==> config.mk <==
export PLATFORM = sky130hd
export DESIGN_NAME = serial_shift_rx
export DESIGN_NICKNAME = d
export VERILOG_FILES = /design/src/rtl/serial_shift_rx.sv
export SDC_FILE = /design/constraint.sdc
export NUM_CORES = 1
export LEC_CHECK = 0
export ABC_AREA = 1
export BUFFER_PORTS_ARGS = -buffer_cell sky130_fd_sc_hd__buf_4
export CAP_MARGIN = 20
export CORE_MARGIN = 4
export CORE_UTILIZATION = 40
export DETAILED_ROUTE_END_ITERATION = 8
export GPL_ROUTABILITY_DRIVEN = 1
export GPL_TIMING_DRIVEN = 0
export PLACE_DENSITY = 0.64
export SLEW_MARGIN = 5
export SYNTH_ARGS = -nofsm -noshare
export SYNTH_HDL_FRONTEND = slang
export SYNTH_SLANG_ARGS = --single-unit
==> constraint.sdc <==
create_clock -name clk -period 5.4 [get_ports clk]
set_input_delay 0.81 -clock clk [delete_from_list [all_inputs] [get_ports clk]]
set_output_delay 0.81 -clock clk [all_outputs]
set_load 0.02 [all_outputs]
==> src/rtl/serial_shift_rx.sv <==
// Serial shift-chain receiver: synchronizes s_clk/s_sout/s_pen/s_clrn into clk, deserializes, checks frame length.
// Optional SERIAL_SHIFT_RX_FRAMECNT_EN adds frame_cnt (good frames) and err_cnt (length errors).
module serial_shift_rx #(
  parameter int WIDTH     = 64,
  parameter int CNT_W     = 7,
  parameter bit MSB_FIRST = 1'b1
) (
  input  logic             clk,
  input  logic             rst,
  input  logic             s_clk,
  input  logic             s_sout,
  input  logic             s_pen,
  input  logic             s_clrn,
  output logic [WIDTH-1:0] data_out,
  output logic             data_valid,
  output logic             frame_err,
  output logic [CNT_W-1:0] bit_cnt
`ifdef SERIAL_SHIFT_RX_FRAMECNT_EN
  ,
  output logic [15:0]      frame_cnt,
  output logic [7:0]       err_cnt
`endif
);

  typedef enum logic [1:0] {IDLE, SHIFT, LATCH} state_t;

  state_t           state_q, state_d;
  logic [2:0]       clk_sr, pen_sr;
  logic [1:0]       sout_sr, clrn_sr;
  logic [WIDTH-1:0] sr_q, sr_d, dout_d;
  logic [CNT_W-1:0] cnt_d, cnt_inc;
  logic             dv_d, err_d;
  logic             clk_rise, pen_rise, pen_fall, pen_low, sout_bit, clr;

  // Index 1 is the synchronized level, index 2 the previous one for edge detection.
  always_ff @(posedge clk or posedge rst) begin
    if (rst) begin
      clk_sr  <= 3'b000;
      pen_sr  <= 3'b111;
      sout_sr <= 2'b00;
      clrn_sr <= 2'b11;
    end else begin
      clk_sr  <= {clk_sr[1:0], s_clk};
      pen_sr  <= {pen_sr[1:0], s_pen};
      sout_sr <= {sout_sr[0], s_sout};
      clrn_sr <= {clrn_sr[0], s_clrn};
    end
  end

  assign clk_rise = clk_sr[1] & ~clk_sr[2];
  assign pen_rise = pen_sr[1] & ~pen_sr[2];
  assign pen_fall = ~pen_sr[1] & pen_sr[2];
  assign pen_low  = ~pen_sr[1];
  assign sout_bit = sout_sr[1];
  assign clr      = ~clrn_sr[1];
  assign cnt_inc  = (bit_cnt == {CNT_W{1'b1}}) ? bit_cnt : bit_cnt + CNT_W'(1);

  function automatic logic [WIDTH-1:0] shift_in(input logic [WIDTH-1:0] sr, input logic b);
    if (MSB_FIRST) return {sr[WIDTH-2:0], b};
    else           return {b, sr[WIDTH-1:1]};
  endfunction

  always_comb begin
    state_d = state_q;
    sr_d    = sr_q;
    cnt_d   = bit_cnt;
    dout_d  = data_out;
    dv_d    = 1'b0;
    err_d   = frame_err;
    if (clr) begin
      state_d = IDLE;
      sr_d    = '0;
      cnt_d   = '0;
      dout_d  = '0;
      err_d   = 1'b0;
    end else begin
      case (state_q)
        IDLE: begin
          if (pen_fall || (clk_rise && pen_low)) begin
            state_d = SHIFT;
            sr_d    = '0;
            cnt_d   = '0;
            if (clk_rise) begin
              sr_d  = shift_in('0, sout_bit);
              cnt_d = CNT_W'(1);
            end
          end
        end
        SHIFT: begin
          // A bit arriving with the closing strobe is shifted before the count check.
          if (clk_rise) begin
            sr_d  = shift_in(sr_q, sout_bit);
            cnt_d = cnt_inc;
          end
          if (pen_rise) state_d = LATCH;
        end
        LATCH: begin
          state_d = IDLE;
          if (bit_cnt == CNT_W'(WIDTH)) begin
            dout_d = sr_q;
            dv_d   = 1'b1;
          end else begin
            err_d  = 1'b1;
          end
        end
        default: state_d = IDLE;
      endcase
    end
  end

  always_ff @(posedge clk or posedge rst) begin
    if (rst) begin
      state_q    <= IDLE;
      sr_q       <= '0;
      bit_cnt    <= '0;
      data_out   <= '0;
      data_valid <= 1'b0;
      frame_err  <= 1'b0;
    end else begin
      state_q    <= state_d;
      sr_q       <= sr_d;
      bit_cnt    <= cnt_d;
      data_out   <= dout_d;
      data_valid <= dv_d;
      frame_err  <= err_d;
    end
  end

`ifdef SERIAL_SHIFT_RX_FRAMECNT_EN
  logic len_err;
  assign len_err = ~clr && (state_q == LATCH) && (bit_cnt != CNT_W'(WIDTH));

  always_ff @(posedge clk or posedge rst) begin
    if (rst) begin
      frame_cnt <= '0;
      err_cnt   <= '0;
    end else if (clr) begin
      frame_cnt <= '0;
      err_cnt   <= '0;
    end else begin
      if (dv_d) frame_cnt <= frame_cnt + 16'd1;
      if (len_err && (err_cnt != 8'hFF)) err_cnt <= err_cnt + 8'd1;
    end
  end
`endif

endmodule

==> flow_summary.json <==
{
  "p_per_area_nw_per_um2": 361,
  "worstPathRequired_ns": 5.75,
  "vias_per_cell": 4.87,
  "critPathMaxStageDelay_ns": 0.42,
  "grt_max_degree": 78,
  "status": "finished clean",
  "numPortBuffers": 78,
  "die_x_um": 130,
  "hold_buffers": 0,
  "crit_type": "flip-flop to flip-flop",
  "cts_tree": "built",
  "crit_fanout": 10,
  "grt_pass1_wl_um": 22000,
  "grt_pass1_vias": 4516,
  "dieHeight_um": 130,
  "cp_top_family": "buffers and inverters",
  "place.gp.congestion": 0.812,
  "pre_cts_ws_ns": 3.49,
  "ir_worst_vdd_uv": 195,
  "die_area_um2": 16900,
  "drive_above_1_share": 0.189,
  "path_buf_inv": 4,
  "cts-root-buf": "clkbuf_16",
  "numClockSinks": 149,
  "worstHoldStart": "clk_sr[0]$_DFF_PP0_",
  "synth_cell_types": 21,
  "syn-num-nets": 673,
  "post_cts_resized": 0,
  "fillers": 1361,
  "reg2reg_to": "data_out[10]$_DFFE_PP0P_",
  "vias": 4675,
  "yosysSeqAreaShare": 0.626,
  "finalMaxSlewViolations": 0,
  "finClkSkew_ns": 0.00578,
  "wl_per_cell_um": 13.8,
  "start_kind": "flip-flop",
  "clock.fmax_ghz": 0.526,
  "insertion_delay_ns": 0.41,
  "syn_to_final_growth_pct": 24.3,
  "drt_wl_total_um": 13200,
  "worstPathArrival_ns": 2.25,
  "core_um2": 14600,
  "min_period_over_period": 0.352,
  "synthTopCellsByArea": "dfrtp_1 (60%), nand2_1 (18%), nand3_1 (6.0%), o21ai_1 (4.7%), dfstp_2 (2.2%)",
  "multi_input_area_um2": 1960,
  "period_minus_slack_ns": 1.90,
  "yosysTopAreaCellShare": 0.604,
  "crit_slowest_cell": "dfrtp_1",
  "syn-instance-count": 665,
  "diodes": 0,
  "nNetsFinal": 771,
  "max_slew_margin": 0.566,
  "hold_viol": 0,
  "grt_use_total": 0.164,
  "register_area_um2": 3730,
  "mappedNetlistArea_um2": 5960,
  "hp-class": "flip-flop to flip-flop",
  "min_path_cells": 0,
  "ys_ff_latch": 149,
  "whs_ns": 0.347,
  "hold_end": "clk_sr[1]$_DFF_PP0_",
  "p_leak_uw": 0.00384,
  "clockBufferDepth": 2,
  "crit_path_frequent_cell": "nand2_1",
  "gr-total-overflow": 0,
  "drcViolationCount": 0,
  "grt_antenna_before_repair": 0,
  "drt_first_iter_violations": 285,
  "reg2reg_setup_slack_ns": 3.50,
  "ant_nets": 0,
  "numCtsBuffers": 17,
  "syn_avg_cell_area_um2": 8.97,
  "clk_pin_slew_ns": 0.06,
  "rr_worst_depth": 10,
  "rows": 44,
  "max_slew.worst_pin.slew_ns": 0.652,
  "crit_chain": "inv_1, ha_1, nand2_1, inv_1, nand4_1, nor2_1, buf_2, buf_2, nand2_1, nand2_1",
  "start_util": 0.409,
  "r2r-start": "bit_cnt[0]$_DFFE_PP0P_",
  "yosys_warnings": 0,
  "rsz0062_at_grt": "no",
  "cts_setup_buffers": 0,
  "fin_ws_ns": 3.50,
  "synth_largest_area_cell": "dfrtp_1",
  "firstDrtPassIters": 4,
  "max_cap_viol_count": 0,
  "setup_viol": 0,
  "endpoint_kind": "flip-flop",
  "dp_hpwl_um": 9220,
  "cts_htree_levels": 4,
  "io_pins": 79
}
-- layer usage --
layer / part of all wire / wire length, um / GRT usage
met4: 0.014 / 182 / 0.0605
met5: 0 / 0 / 0
met3: 0.043 / 569 / 0.0352
met2: 0.49 / 6440 / 0.262
met1: 0.46 / 6060 / 0.221
-- cell type report --
class	count	area share
multi-input combinational	460	0.264
tap	184	0.0311
clock inverter	10	0.0172
sequential	149	0.504
timing repair buffer	79	0.0827
buffer	42	0.0292
clock buffer	22	0.0640
inverter	14	0.00777
-- state kept, by name, summed over array words and instances, names as in the netlist --
| name | cells |
|---|---|
| sr_q | 64 |
| data_valid | 1 |
| clrn_sr | 2 |
| pen_sr | 3 |
| frame_err | 1 |
| clk_sr | 3 |
| bit_cnt | 7 |
| sout_sr | 2 |
| data_out | 64 |
| state_q | 2 |
-- metrics by stage --
step                      area (um^2)  total power (uW)   util  instances  TNS [ns]
after floorplan                  5960              1420      -        665         0
after detailed placement         6810              1510  0.467        928         0
after CTS                        7410              2700  0.508        960         0
after global routing             7410              2790  0.508        960         0
final                            7410              2670  0.508        960         0
after global placement           6780              1500  0.465        927   -129.79
-- power breakdown --
| group | total (uW) | leakage, uW | switching, uW | internal (uW) |
|---|---|---|---|---|
| Sequential | 1150 | 0.00205 | 17.8 | 1140 |
| Combinational | 336 | 0.00149 | 243 | 93.2 |
| Clock | 1180 | 0.000299 | 427 | 758 |
-- logic make-up (layout without fill, tap and decap cells) --
family	after synthesis	after routing	share of synthesized area
AO/OA/AOI/OAI	69	69	0.0579
XOR/XNOR	2	2	0.00294
adder cells (fa/ha/maj)	2	2	0.00420
buffers and inverters	56	167	0.0451
flip-flops	149	149	0.626
AND/OR/NAND/NOR	387	387	0.263
-- cell usage in the layout (no fill, tap or decap), types with 2 or more instances in the layout --
cell       instances
nand2_1          290
xnor2_1            2
nand4_1            3
buf_4             85
clkbuf_1          15
dfrtp_1          144
ha_1               2
nor2_1            18
clkbuf_8           3
o21ai_1           56
nand3_1           71
inv_1             13
a21oi_1            3
buf_2             20
bufinv_16          3
dfstp_2            5
clkinv_2           6
nand3_2            2
clkbuf_16         17
o21ai_0           10
-- synth_stat cells --
cell      count
dfstp_2       5
nand4_1       3
nor2_2        1
dfrtp_1     144
buf_4         7
o21ai_0      10
nand2_1     290
o21ai_1      56
a21oi_1       3
nand3b_1      1
nand3_1      71
buf_2        20
clkbuf_1     13
ha_1          2
buf_6         1
nand3_2       2
xnor2_1       2
nand2_2       1
nor2_1       18
buf_1         1
inv_1        14
-- worst max path at each step --
stage                     cells past startpoint  slack [ns]                        to                    from
after floorplan                               1        0.59    bit_cnt[0]$_DFFE_PP0P_                     rst
after global placement                        2       -0.91   data_out[2]$_DFFE_PP0P_                     rst
after detailed placement                     10        3.49  data_out[10]$_DFFE_PP0P_  bit_cnt[0]$_DFFE_PP0P_
after CTS                                    10        3.47  data_out[10]$_DFFE_PP0P_  bit_cnt[0]$_DFFE_PP0P_
after global routing                          9        3.31  data_out[23]$_DFFE_PP0P_  bit_cnt[0]$_DFFE_PP0P_
final                                        10        3.50  data_out[10]$_DFFE_PP0P_  bit_cnt[0]$_DFFE_PP0P_
No activity file was read; power rests on OpenSTA's default activity.
